==> src/rtl/latch_down_counter_pkg.sv <==
// rtl/latch_down_counter_pkg.sv - shared types and helpers for the latch_down_counter block
// Next-state selection for the non-reset path, in priority order load > dec > hold.
package latch_down_counter_pkg;

  localparam int LDC_DEFAULT_WIDTH = 4;

  typedef enum logic [1:0] {
    SEL_HOLD = 2'd0,
    SEL_DEC  = 2'd1,
    SEL_LOAD = 2'd2
  } ldc_sel_e;

  // A decrement request at zero collapses to hold, which is what gives saturation.
  function automatic ldc_sel_e ldc_next_sel(
    input logic latch,
    input logic dec,
    input logic at_zero
  );
    if (latch)                 return SEL_LOAD;
    else if (dec && !at_zero)  return SEL_DEC;
    else                       return SEL_HOLD;
  endfunction

endpackage

==> src/rtl/latch_down_counter.sv <==
// rtl/latch_down_counter.sv - loadable saturating down-counter with a zero flag
// Reset beats latch beats dec beats hold on every rising edge of clock.
module latch_down_counter
  import latch_down_counter_pkg::*;
#(
  parameter int WIDTH = LDC_DEFAULT_WIDTH
) (
  input  logic             clock,
  input  logic             reset,
  input  logic [WIDTH-1:0] in,
  input  logic             latch,
  input  logic             dec,
  output logic             zero,
  output logic [WIDTH-1:0] count
);

  logic [WIDTH-1:0] r_count;
  logic [WIDTH-1:0] w_next;
  logic             w_at_zero;
  ldc_sel_e         w_sel;

  assign w_at_zero = (r_count == '0);

  always_comb begin
    w_next = r_count;
    w_sel  = ldc_next_sel(latch, dec, w_at_zero);
    case (w_sel)
      SEL_LOAD: w_next = in;
      SEL_DEC:  w_next = r_count - 1'b1;
      default:  w_next = r_count;
    endcase
  end

  always_ff @(posedge clock) begin
    if (reset) begin
      r_count <= '0;
    end else begin
      r_count <= w_next;
    end
  end

  assign count = r_count;
  assign zero  = w_at_zero;

  a_zero_decode: assert property (@(posedge clock) zero == (count == '0));

  a_no_underflow: assert property (@(posedge clock)
    (!reset && count == '0 && dec && !latch) |=> (count == '0));

  a_load: assert property (@(posedge clock)
    (!reset && latch) |=> (count == $past(in)));

endmodule

==> config.mk <==
export PLATFORM = sky130hd
export DESIGN_NAME = latch_down_counter
export DESIGN_NICKNAME = d
export VERILOG_FILES = /design/src/rtl/latch_down_counter_pkg.sv /design/src/rtl/latch_down_counter.sv
export SDC_FILE = /design/constraint.sdc
export NUM_CORES = 1
export LEC_CHECK = 0
export CAP_MARGIN = 20
export CORE_AREA = 2 2 39 41
export CTS_BUF_LIST = sky130_fd_sc_hd__clkbuf_4 sky130_fd_sc_hd__clkbuf_8
export DETAILED_ROUTE_END_ITERATION = 10
export DIE_AREA = 0 0 41 43
export PLACE_DENSITY = 0.55
export SLEW_MARGIN = 30
export SYNTH_ARGS = -nofsm -noshare
export SYNTH_HDL_FRONTEND = slang
export SYNTH_SLANG_ARGS = --single-unit
==> constraint.sdc <==
create_clock -name clock -period 1.5 [get_ports clock]
set_input_delay 0.45 -clock clock [delete_from_list [all_inputs] [get_ports clock]]
set_output_delay 0.45 -clock clock [all_outputs]
set_load 0.05 [all_outputs]
==> results.json, run 1 <==
{
  "status": "finished with violations",
  "violations": "negative setup slack",
  "cts.root.buffer_cell": "clkbuf_4",
  "drt.antenna.violating_nets": 0,
  "ys_seq_elements": 4,
  "timing.critical_path.arrival_ns": 1.36,
  "grt_antenna_before_repair": 0,
  "die_area_mm2": 0.00176,
  "worst_skew_pair.late_latency_ns": 0.24,
  "first_pass_grt_wire_length_mm": 1.38,
  "setup_violations": 3,
  "grt_setup_unrepaired": "yes",
  "sequential_cell_area_um2": 87.6,
  "mappedNetlistNets": 38,
  "drt-vias-per-instance": 4.25,
  "maxSlewHeadroom_pct": 84.7,
  "hold_viol_final": 0,
  "first_global_vias": 303,
  "worst-path-buf-inv": 3,
  "synth-seq-area-share_pct": 30.5,
  "wire_per_inst_um": 10.5,
  "power_density_mw_per_mm2": 857,
  "synth.largest_area_cell": "dfxtp_1",
  "clock_tree.buffer_depth": 2,
  "die-height_um": 43,
  "yosys_warnings": 0,
  "timing.final.ws_setup_ns": -0.314,
  "clk_pin_slew_ns": 0.04,
  "io_pins": 13,
  "power_mw": 0.513,
  "leakage_nw": 0.249,
  "cts_setup_buffers": 0,
  "least_margin_pin_slew_ns": 0.230,
  "postSynthCellCount": 29,
  "fillers": 135,
  "cts_tree": "yes",
  "netlist-cell-type-count": 16,
  "fin_skew_ns": 0.00168,
  "grt.total_usage_pct": 12.4,
  "preCtsSetupSlack_ns": -0.210,
  "yosysTopAreaCellShare_pct": 30.5,
  "final_max_slew_viol_count": 0,
  "cts.htree.levels": 1,
  "grt_remaining_overflow": 0,
  "drc": 0,
  "floorplan.core_area_mm2": 0.00138,
  "end_kind": "primary output",
  "worst_ir_drop_vdd_mv": 0.637,
  "peak_clock_frequency_supported_by_timing_ghz": 0.551,
  "synthesis.area_per_instance_um2": 9.06,
  "initial_utilization_pct": 19.0,
  "grt_max_degree": 7,
  "timing.critical_path.from_type": "flip-flop",
  "timing.final.crit_period_ns": 1.81,
  "critical_path_required_ns": 1.05,
  "share_of_layout_cells_above_drive_strength_1_pct": 50.9,
  "synth.top_cells.by_area": "dfxtp_1 (30%), a2111oi_4 (10%), nor2_1 (7.1%)",
  "drt_iter0_drc": 5,
  "port_buffers": 12,
  "clkSinkCount": 4,
  "finalWirelength_um": 748,
  "tritoncts.num_buffers": 3,
  "num_antenna_cells": 0,
  "area_growth_pct": 128,
  "gp_congestion": 0.712,
  "die_width_um": 41,
  "max_cap_viol_count": 0,
  "setup.worst_path.class": "reg2out",
  "cpPeakStageDelay_ns": 0.39,
  "critical_path.slowest_cell": "or3b_4",
  "syn-cell-area_um2": 263,
  "detail_route.first_pass.iterations": 2,
  "final_stage_net_count": 66,
  "worst_hold_path_type": "in2reg",
  "post-dp-hpwl_um": 633,
  "finalCritPeriodShare_pct": 121,
  "multi_input_area_um2": 189,
  "worst_path_dominant_cell_family": "simple AND/OR/NAND/NOR gates",
  "num_vias": 302,
  "timing.critical_path.fanout_max": 2,
  "largest_reg_flops": 4,
  "worstPathCellList": "inv_4 -> ha_4 -> or3b_4 -> clkinvlp_4 -> buf_12",
  "placement_rows": 14
}
synth_stat cells (all sizes together):
cell and number:
nor3 1, a2111oi 1, a211oi 1, mux2i 1
nand2 3, nor2 5, nand4b 1, dfxtp 4
ha 1, inv 4, a311o 1, nor4b 1
or3b 1, a21o 1, nand3 1, a311oi 2
worst paths after layout:
| kind | start | slack [ns] | cells after the start | end |
|---|---|---|---|---|
| max reg2reg | count[1] | -0.06 | 6 | count[1] |
| min reg2reg | count[2] | 0.64 | 3 | count[2] |
| max | count[1] | -0.31 | 5 | zero |
| min | dec | 0.62 | 2 | count[1] |
layout make-up:
class                      instances  area share (%)
clock buffer                       3            3.77
inverter                           4            3.97
multi-input combinational         21            31.6
sequential                         4            14.6
tap                               16            3.35
timing repair buffer              23            42.7
what timing repair did:
action / in CTS / in global routing
setup endpoints to repair: 3 / 4
pin swaps: 2 / 0
hold buffers: 0 / 0
gates resized for setup: 0 / 2
cells by family (layout without fill, tap and decap cells):
logic type / after synthesis / in the layout / synth area share (%)
simple gates: 13 / 13 / 28.6
compound gates: 6 / 6 / 26.7
flops: 4 / 4 / 30.5
buf+inv: 4 / 30 / 5.71
fa+ha+maj: 1 / 1 / 4.76
mux: 1 / 1 / 3.81
power by group:
group	internal [mW]	switching, mW	total (mW)	leakage, nW
clock	0.0897	0.0471	0.137	0.0138
sequential	0.116	0.00701	0.123	0.0345
combinational	0.133	0.119	0.252	0.200
total	0.339	0.173	0.513	0.249
routing by layer:
metal | global-route usage (%) | wire length [µm] | up-vias
met5 | 0 | 0 | -
met4 | 4.00 | 0 | 0
met3 | 9.42 | 47 | 0
met2 | 16.9 | 413 | 8
met1 | 14.8 | 287 | 134
li1 | - | - | 160
per-stage QoR:
step                      utilization, %  area [µm²]  instances  setup TNS (ns)  hold slack (ns)
final                               43.2         598         71          -0.431            0.618
after CTS                           42.4         587         71          -0.475            0.636
after global placement              40.8         564         68          -0.489            0.621
after detailed placement            40.8         564         68          -0.646            0.630
after global routing                43.2         598         71          -0.599            0.671
after floorplan                        -         292         29          -0.221            0.512
cells in the final DEF, fill, tap and decap left out, types with 2 or more instances in the layout:
| cell | n |
|---|---|
| buf_4 | 11 |
| nor2_1 | 5 |
| dfxtp_1 | 2 |
| clkbuf_4 | 3 |
| a311oi_1 | 2 |
| inv_4 | 2 |
| buf_12 | 5 |
| nand2_1 | 3 |
| clkdlybuf4s50_1 | 6 |
| dfxtp_4 | 2 |
(Power assumes the default switching activity.)
==> inputs of run 2 (changes only) <==
--- a/config.mk
+++ b/config.mk
@@ -11,6 +11,7 @@
 export DETAILED_ROUTE_END_ITERATION = 10
 export DIE_AREA = 0 0 41 43
 export PLACE_DENSITY = 0.55
+export REMOVE_ABC_BUFFERS = 1
 export SLEW_MARGIN = 30
 export SYNTH_ARGS = -nofsm -noshare
 export SYNTH_HDL_FRONTEND = slang
==> results.json, run 2 (synthesized netlist as in run 1, its figures left out) <==
{
  "sequentialPowerShare_pct": 23.8,
  "clock_tree.buffer_depth": 2,
  "drt.antenna.violating_nets": 0,
  "post-dp-hpwl_um": 677,
  "pwr-share-comb_pct": 50.5,
  "area_growth_pct": 125,
  "worstPathCellList": "inv_2 -> ha_4 -> or3b_4 -> inv_2 -> buf_12",
  "fin_skew_ns": 0.000468,
  "violations": "negative setup slack",
  "finalInstanceArea_um2": 591,
  "grt.total_usage_pct": 13.5,
  "finalWirelength_um": 875,
  "clk_pin_slew_ns": 0.04,
  "status": "finished with violations",
  "clkPwrFrac_pct": 25.7,
  "critical_path.slowest_cell": "or3b_4",
  "final_max_slew_viol_count": 0,
  "wire_per_inst_um": 12.2,
  "power_mw": 0.515,
  "floorplan.core_area_mm2": 0.00138,
  "most_common_library_cell_in_the_layout_ignoring_fill_and_taps": "buf_4",
  "worst_hold_path_type": "reg2reg",
  "timing.final.ws_setup_ns": -0.277,
  "timing.final.crit_period_ns": 1.78,
  "detailed_place.area_um2": 536,
  "final_stage_net_count": 67,
  "tritoncts.num_buffers": 3,
  "end_kind": "primary output",
  "worst_ir_drop_vdd_mv": 0.413,
  "cts-hold-fix-buffers": 0,
  "crit_path_frequent_cell": "inv_2",
  "hold_viol_final": 0,
  "drc": 0,
  "maxSlewHeadroom_pct": 82.3,
  "share_of_layout_cells_above_drive_strength_1_pct": 53.6,
  "largest_reg_flops": 4,
  "worst_skew_pair.late_latency_ns": 0.23,
  "port_buffers": 12,
  "least_margin_pin_slew_ns": 0.265,
  "num_vias": 325,
  "instances_no_fill": 72,
  "most_used_cells_in_the_layout_excluding_fill_and_tap_cells": "buf_4 (11), clkdlybuf4s50_1 (7), nor2_1 (5), buf_12 (5)",
  "finalCritPeriodShare_pct": 118,
  "grt_remaining_overflow": 0,
  "multi_input_area_um2": 186,
  "timing.critical_path.from_type": "flip-flop",
  "switch_share_pct": 33.1,
  "power_density_mw_per_mm2": 873,
  "gp_congestion": 0.826,
  "cts.root.buffer_cell": "clkbuf_4",
  "grt_antenna_before_repair": 0,
  "cellInternalPower_mw": 0.345,
  "cpPeakStageDelay_ns": 0.38,
  "placement_rows": 14,
  "die-height_um": 43,
  "placed_cells": 68,
  "first_pass_grt_wire_length_mm": 1.49,
  "grt_setup_unrepaired": "yes",
  "critical_path_required_ns": 1.05,
  "fin_worst_hold_slack_ns": 0.633,
  "switching_power_mw": 0.171,
  "detail_route.first_pass.iterations": 4,
  "preCtsSetupSlack_ns": -0.184,
  "timing.critical_path.arrival_ns": 1.33,
  "cts.htree.levels": 1,
  "clkSinkCount": 4,
  "max_cap_viol_count": 0,
  "timing.critical_path.fanout_max": 2,
  "setup_violations": 3,
  "die_area_mm2": 0.00176,
  "drt-vias-per-instance": 4.51,
  "fillers": 137,
  "grt_max_degree": 7,
  "peak_clock_frequency_supported_by_timing_ghz": 0.563,
  "cts_tree": "yes",
  "io_pins": 13,
  "die_width_um": 41,
  "setup.worst_path.class": "reg2out",
  "first_global_vias": 319,
  "initial_utilization_pct": 19.0,
  "sequential_cell_area_um2": 82.6,
  "leakage_nw": 0.245,
  "num_antenna_cells": 0,
  "drt_iter0_drc": 8
}
run 2: final timing paths:
| path | from | end | slack [ns] | depth (start not counted) |
|---|---|---|---|---|
| worst max-delay path | count[1] | zero | -0.28 | 5 |
| worst min-delay path | count[2] | count[2] | 0.63 | 3 |
| worst max register to register | count[1] | count[1] | -0.18 | 7 |
| worst min register to register | count[2] | count[2] | 0.63 | 3 |
run 2: power groups by stage:
stage / clock, mW / sequential, mW / combinational, mW
final: 0.133 / 0.122 / 0.260
after global routing: 0.151 / 0.124 / 0.277
after CTS: 0.141 / 0.122 / 0.257
after detailed placement: 0 / 0.122 / 0.240
after global placement: 0 / 0.122 / 0.237
after floorplan: 0 / 0.159 / 0.0675
run 2: layout make-up:
| cell class | count | area share, % |
|---|---|---|
| sequential | 4 | 14.0 |
| inverter | 4 | 2.54 |
| timing repair buffer | 24 | 44.7 |
| clock buffer | 3 | 3.81 |
| tap | 16 | 3.39 |
| multi-input combinational | 21 | 31.6 |
run 2: through the flow:
step                setup TNS (ns)  util (%)
floorplan                    -1.15         -
global placement            -0.445      38.7
detailed placement          -0.543      38.7
CTS                         -0.669      42.1
global route                -0.831      42.7
finish                      -0.613      42.7
run 2: layer usage:
metal  routed length [µm]  vias up  global-route usage (%)
met5                    0        -                       0
met4                   10        0                    8.00
met3                   70        2                    6.28
met2                  447       10                    18.4
met1                  348      150                    16.5
li1                     -      163                       -
run 2: worst max-delay path: cells and delay by family (launching register included):
family | cells | cell delay, ns
DFF | 1 | 0.31
buffers and inverters | 3 | 0.28
and+or+nand+nor | 1 | 0.38
adders and majority gates | 1 | 0.13
run 2: repair_timing:
| action | 4_1_cts | 5_1_grt |
|---|---|---|
| cloned | 0 | 0 |
| gates resized for setup | 7 | 2 |
| setup endpoints to repair | 3 | 3 |
| pin swaps | 3 | 1 |
| endpoints found under the hold margin | 0 | 0 |
| buffers inserted | 1 | 0 |
